**config.mk**
```make
export PLATFORM = sky130hd
export DESIGN_NAME = step_player
export DESIGN_NICKNAME = d
export VERILOG_FILES = /design/src/rtl/step_player_pkg.sv /design/src/rtl/onehot_enc.sv /design/src/rtl/step_player.sv
export SDC_FILE = /design/constraint.sdc
export NUM_CORES = 1
export LEC_CHECK = 0
export BUFFER_PORTS_ARGS = -buffer_cell sky130_fd_sc_hd__buf_2
export CORE_UTILIZATION = 66
export DETAILED_ROUTE_END_ITERATION = 7
export PLACE_DENSITY_LB_ADDON = 0.08
export SYNTH_ARGS = -nofsm -noshare
export SYNTH_HDL_FRONTEND = slang
export SYNTH_SLANG_ARGS = --single-unit
```
**constraint.sdc**
```tcl
create_clock -name clk -period 6.7 [get_ports clk]
set_input_delay 0.67 -clock clk [delete_from_list [all_inputs] [get_ports clk]]
set_output_delay 0.67 -clock clk [all_outputs]
set_load 0.1 [all_outputs]
```
**src/rtl/step_player_pkg.sv**
```systemverilog
// step_player_pkg: shared sizes and index types for the step player
package step_player_pkg;
  localparam int NUM_STEPS = 8;
  localparam int NUM_INST = 8;
  localparam logic [7:0] SEQ_HOME = 8'h80;
  typedef logic [2:0] step_t;
  typedef logic [2:0] inst_t;
endpackage

```
**src/rtl/onehot_enc.sv**
```systemverilog
// onehot_enc: encodes a one-hot step position into a binary index and flags whether it is truly one-hot
module onehot_enc
  import step_player_pkg::*;
(
  input  logic [7:0] onehot_i,
  output step_t      idx_o,
  output logic       valid_o
);
  // binary encode; only meaningful when valid_o is high
  always_comb begin
    idx_o = '0;
    for (int i = 0; i < NUM_STEPS; i++) if (onehot_i[i]) idx_o = step_t'(i);
  end
  assign valid_o = (onehot_i != '0) && ((onehot_i & (onehot_i - 8'd1)) == '0);
endmodule

```
**src/rtl/step_player.sv**
```systemverilog
// step_player: 8x8 drum pattern player; optional per-instrument hit masking with STEP_PLAYER_MUTE_EN
module step_player
  import step_player_pkg::*;
(
  input  logic       clk,
  input  logic       rst_n,
  input  logic       srst,
  input  logic [7:0] seq_in,
  input  logic       play,
  input  logic       edit_toggle,
  input  inst_t      edit_inst,
  input  step_t      edit_step,
  input  logic       clear_pat,
`ifdef STEP_PLAYER_MUTE_EN
  input  logic [7:0] mute,
`endif
  output logic [7:0] hit,
  output step_t      step_idx,
  output logic       step_valid,
  output logic [7:0] col_out,
  output logic       err
);
  logic [NUM_STEPS-1:0][NUM_INST-1:0] pat_q, pat_d;
  logic [7:0] seq_q, hit_q, hit_d, col_q, mute_mask;
  step_t idx_q, idx_d, enc_idx;
  logic valid_q, err_q, enc_valid, step_chg;
  onehot_enc u_enc (.onehot_i(seq_in), .idx_o(enc_idx), .valid_o(enc_valid));
`ifdef STEP_PLAYER_MUTE_EN
  assign mute_mask = mute;
`else
  assign mute_mask = '0;
`endif
  assign step_chg = seq_in != seq_q;
  assign hit_d = (step_chg && enc_valid && play) ? pat_q[enc_idx] & ~mute_mask : '0;
  assign idx_d = (step_chg && enc_valid) ? enc_idx : idx_q;
  // clear beats edit; the hit path reads pat_q so it always sees the pre-edit column
  always_comb begin
    pat_d = pat_q;
    if (clear_pat) pat_d = '0;
    else if (edit_toggle) pat_d[edit_step][edit_inst] = ~pat_q[edit_step][edit_inst];
  end
  // step tracking, hit pulse and sticky error
  always_ff @(posedge clk or negedge rst_n) begin
    if (!rst_n) begin
      seq_q <= SEQ_HOME;
      hit_q <= '0;
      idx_q <= '1;
      valid_q <= 1'b1;
      err_q <= 1'b0;
    end else if (srst) begin
      seq_q <= SEQ_HOME;
      hit_q <= '0;
      idx_q <= '1;
      valid_q <= 1'b1;
      err_q <= 1'b0;
    end else begin
      seq_q <= seq_in;
      hit_q <= hit_d;
      idx_q <= idx_d;
      valid_q <= enc_valid;
      err_q <= err_q | ~enc_valid;
    end
  end
  // pattern memory survives srst
  always_ff @(posedge clk or negedge rst_n) begin
    if (!rst_n) pat_q <= '0;
    else if (!srst) pat_q <= pat_d;
  end
  // display column lags the stored pattern by one cycle
  always_ff @(posedge clk or negedge rst_n) begin
    if (!rst_n) col_q <= '0;
    else col_q <= pat_q[idx_q];
  end
  assign hit = hit_q;
  assign step_idx = idx_q;
  assign step_valid = valid_q;
  assign col_out = col_q;
  assign err = err_q;
endmodule

```
After elaboration in Yosys (flattened, before gate mapping):

Index checks and enable logic that the tools add are counted.
Widths: inputs -> output; s select.

* add/sub/neg operators: 1
* multiply operators: 0
* divide/modulo/power cells: 0
* magnitude comparators: 6
* eq/ne operators: 1
* shifts and indexed selects: 0
* mux-type cells: 29
* bitwise gates (word level): 5
* reduce and logical (&&, ||, !) cells: 10

Operators with widths (count)
* $mux 64: 2
* $bmux 8 s3: 3
* $bwmux 64: 1
* $mux 8: 7
* $demux 8 s3: 1
* $mux 3: 6
* $lt 3x4->1 const B: 4
* $and 8x8->8: 1
* $logic_not 8->1: 1
* $ne 8x8->1: 1
* $reduce_bool 8->1: 1
* $sub 8x1->8 const B: 1
* $ge 3x1->1 const B: 2
* $logic_and 1x1->1: 5
* $mux 1: 5
* $mux 2: 2
* $reduce_bool 2->1: 2
* $bmux 1 s3: 1
* $demux 1 s3: 1
* $not 1->1: 3
* $reduce_and 2->1: 1
* $or 1x1->1: 1

* register bits after elaboration: 93
* bits in latches: 0
* RAM bits: 0
* memory bits (read-only): 0
* logic and storage cells: 66
* memories: 0

Depth between registers and ports, before layout:

* word-level depth: 11
* depth in mapped cells: 9

Modules after synthesis:

From an unflattened synthesis, not the netlist that was laid out.

* cells, all modules: 562
* area total of the unflattened synthesis: 5769.3 µm²

Modules (own cells, without submodules)
* step_player: times used 1, cells each 539, area each 5612.9 µm²
* onehot_enc: times used 1, cells each 23, area each 156.4 µm²

Least setup slack after synthesis:

OpenSTA, ideal clock, no wires.

* path type: register -> register
* from: register idx_q[0] (netlist: step_idx[0])
* to: register col_q[0] (netlist: col_out[0])
* setup time: 0.125 ns
* data arrival time: 2.659 ns
* required time: 6.575 ns
* slack: 3.916 ns
* stages on the path, launching flop included: 5
* buffers on the path: 2
* period minus slack after synthesis: 2.784 ns
* cell sequence: dfstp_2 clkbuf_1 buf_1 mux4_2 mux2_2

* word-level cells in the longest chain between the ends: 2

Ends and longest elaborated chain
* start, declared: RTL line step_player.sv:25 `step_t idx_q, idx_d, enc_idx;`
* start signal, assigned: RTL line step_player.sv:59 `idx_q <= idx_d;`
* $bmux 8 s3: RTL line step_player.sv:72 `else col_q <= pat_q[idx_q];`
* $mux 8 (implied by the code): RTL line step_player.sv:72
* end signal, assigned: RTL line step_player.sv:72
* end, declared: RTL line step_player.sv:24 `logic [7:0] seq_q, hit_q, hit_d, col_q, mute_mask;`

Every way passes these cells. The select of a mux whose other input is x is not followed.
A chain may end at the register's enable or synchronous reset.

Final worst setup path:

* from: input port edit_step[0]
* to: register pat_q[7] in the netlist's numbering

* word-level cells in the longest chain between the ends: 8
* elaborated cells on any way between the ends: 13
* those cells by class: order compare: 2; mux: 9; bitwise: 1; reduce/logical: 1

Ends and longest elaborated chain
* start, declared: RTL line step_player.sv:12 `input step_t edit_step,`
* $bmux 8 s3: RTL line step_player.sv:40 `else if (edit_toggle) pat_d[edit_step][edit_inst] = ~pat_q[edit_step][edit_inst];`
* $mux 8 (implied by the code): RTL line step_player.sv:40
* $bmux 1 s3: RTL line step_player.sv:40
* $mux 1 (implied by the code): RTL line step_player.sv:40
* $not 1->1: RTL line step_player.sv:40
* $bwmux 64 (*): RTL line step_player.sv:40
* $mux 64 (*): RTL line step_player.sv:40
* $mux 64 (*): RTL line step_player.sv:39 `if (clear_pat) pat_d = '0;`
* end signal, assigned: RTL line step_player.sv:67 `else if (!srst) pat_q <= pat_d;`
* end, declared: RTL line step_player.sv:23 `logic [NUM_STEPS-1:0][NUM_INST-1:0] pat_q, pat_d;`

Mark *: on every way between the ends. The rest lies on a longest branch, timed or not. The select of a mux whose other input is x is not followed.

==> results.sh <==
export IMPL_syn_area_mm2=0.00560
export IMPL_drc=0
export IMPL_yosys_area_top_type_share=0.393
export IMPL_clk_path_buf_depth=2
export IMPL_first_global_vias=4854
export IMPL_cts_hold_buf=0
export IMPL_startpoint_type="input pin"
export IMPL_wl_mm=16.4
export IMPL_dp_slack_ns=3.23
export IMPL_critPathBufInv=1
export IMPL_max_stage_delay_ns=0.74
export IMPL_hold_class="input pin to async pin"
export IMPL_power_density_mw_per_mm2=190
export IMPL_grt_antenna_before_repair=0
export IMPL_yosysTopAreaCell="dfrtp_1"
export IMPL_first_iter_violations=693
export IMPL_finalMaxSlewViolations=0
export IMPL_antenna_cells=0
export IMPL_post_cts_buffers=0
export IMPL_grt_overflow=0
export IMPL_cts_buffers=9
export IMPL_slowest_stage="a2111oi_4"
export IMPL_tns_ns=0
export IMPL_clkSlewWorstSetupHoldPaths_ns=0.10
export IMPL_ys_seq_area_frac=0.416
export IMPL_hpwl_mm=10.3
export IMPL_endpoint_kind="flop"
export IMPL_async_flop_share=1.00
export IMPL_root_buffer="clkbuf_8"
export IMPL_cp_required_ns=6.98
export IMPL_globalplace_congestion=0.974
export IMPL_wl_per_cell_um=23.3
export IMPL_maxCapViolations=0
export IMPL_period_share=0.469
export IMPL_clock_fmax_mhz=318
export IMPL_die_y_um=94.1
export IMPL_cts_tree="done"
export IMPL_ys_ff_latch=93
export IMPL_dieWidth_um=94.1
export IMPL_setup_viol=0
export IMPL_finClkSkew_ns=0.0116
export IMPL_worst_slack_ns=3.56
export IMPL_via_per_inst=7.30
export IMPL_crit_family="compound AO/OA/AOI/OAI gates"
export IMPL_synth_edf_count=0
export IMPL_period_minus_slack_ns=3.14
export IMPL_grt_max_degree=67
export IMPL_num_io_pins=41
export IMPL_criticalPathCategory="input pin to flop"
export IMPL_synth_cells=586
export IMPL_arrival_ns=3.42
export IMPL_rsz0062_at_grt="no"
export IMPL_cts_resized_gates=0
export IMPL_drive_above_1_share=0.189
export IMPL_num_rows=33
export IMPL_synthTopCellsByArea="dfrtp_1 (39%), o21ai_0 (11%), mux4_2 (9.2%)"
export IMPL_avgSynthCellArea_um2=9.56
export IMPL_p_leak_uw=0.00254
export IMPL_core_area_mm2=0.00822
export IMPL_vias=5129
export IMPL_slew_headroom=0.140
export IMPL_layout_nets=613
export IMPL_ant_nets=0
export IMPL_die_area_mm2=0.00886
export IMPL_yosys_warnings=0
export IMPL_htreeDepth=3
export IMPL_synth_fp_nets=606
export IMPL_areaGrowthSynthToFinish_pct=7.06
export IMPL_initial_core_util=0.682
export IMPL_hold_viol=0
export IMPL_firstDrtPassIters=8
export IMPL_ir_drop_uv=121
export IMPL_worstMarginPinSlew_ns=1.28
export IMPL_synth_cell_type_count=53
export IMPL_synth_main_ff_cell="dfrtp_1"
export IMPL_cts_sinks=93
export IMPL_status="finished clean"
export IMPL_grt_first_pass_wirelength_mm=25.9
export IMPL_cp_cell_sequence="buf_2, mux2_2, a221oi_1, o32ai_1, a2111oi_4, nand3_1, o21ai_0"
export IMPL_crit_path_max_fanout=26
export IMPL_clk_latency_ns=0.37
export IMPL_numPortBuffers=40
export IMPL_grtUsageTotal=0.400
==> area by class of cell <==
cell class | count | area [µm²]
fill | 617 | 2220
multi-input combinational | 435 | 3040
sequential | 93 | 2330
timing repair buffer | 48 | 263
inverter | 6 | 22.5
clock inverter | 6 | 70.1
clock buffer | 10 | 138
tap | 105 | 131
==> cells in the final DEF (no fill, tap or decap), types with 15 or more instances in the layout <==
cell     netlist  final
a211o_1       17     17
a21oi_1       50     50
buf_2          4     39
dfrtp_1       88     88
mux2i_1       34     34
mux4_2        23     23
nand2_1       15     15
nor2_1        50     49
o21ai_0      128    128
o22ai_1       15     15
==> path summary, 6_finish.rpt <==
kind,endpoint,slack [ns],depth (start not counted),from
setup / recovery,pat_q[7],3.56,7,edit_step[0]
hold / removal,hit[1],0.28,1,rst_n
setup reg to reg,pat_q[7],4.00,6,pat_q[58]
hold reg to reg,err,0.56,2,err
max in group asynchronous,pat_q[43],5.39,2,rst_n
min in group clk,err,0.56,2,err
==> metal layers <==
metal | vias up | track usage | routed length [µm]
met1 | 2447 | 0.518 | 6070
met5 | - | 0 | 0
met2 | 386 | 0.611 | 7640
met4 | 0 | 0.233 | 883
met3 | 89 | 0.0947 | 1780
li1 | 2207 | - | -
==> Yosys cell counts (3+ instances only) <==
cell type,number
nand3_1,8
xor2_1,8
nor4_1,4
o21ai_0,128
dfstp_2,5
a31oi_1,12
clkbuf_1,35
a21oi_1,50
nand2_1,15
mux4_2,23
mux2_2,12
nor2_1,50
nand2b_1,3
mux2i_1,34
a211o_1,17
nor3_1,5
or3_1,3
buf_2,4
inv_1,5
o22ai_1,15
o21bai_1,3
buf_1,10
dfrtp_1,88
nor3b_1,3
nor2b_1,9
==> through the flow <==
stage,total power [µW],utilization,std cells,hold WS [ns],cell area (µm²)
floorplan,699,-,586,0.374,5600
global placement,744,0.705,687,0.490,5790
detailed placement,749,0.705,687,0.545,5790
CTS,1140,0.730,703,0.303,6000
global route,1180,0.730,703,0.324,6000
finish,1140,0.730,703,0.276,6000
==> power breakdown <==
group	switching (µW)	internal [µW]
registers	9.91	570
logic	115	47.7
clock network	210	185
==> flip-flops by register name, indices dropped and copies added, names as in the netlist <==
name	cells
pat_q	64
col_out	8
hit	8
seq_q	8
step_idx	3
err	1
step_valid	1
==> kinds of logic (layout without fill, tap and decap cells) <==
logic type / count (synthesis) / in the layout / share of synthesized area
simple gates: 116 / 116 / 0.102
xor+xnor: 10 / 10 / 0.0156
buf+inv: 58 / 70 / 0.0431
fa+ha+maj: 1 / 1 / 0.00179
compound gates: 239 / 239 / 0.244
mux: 69 / 69 / 0.177
flops: 93 / 93 / 0.416
(Power assumes the default switching activity.)
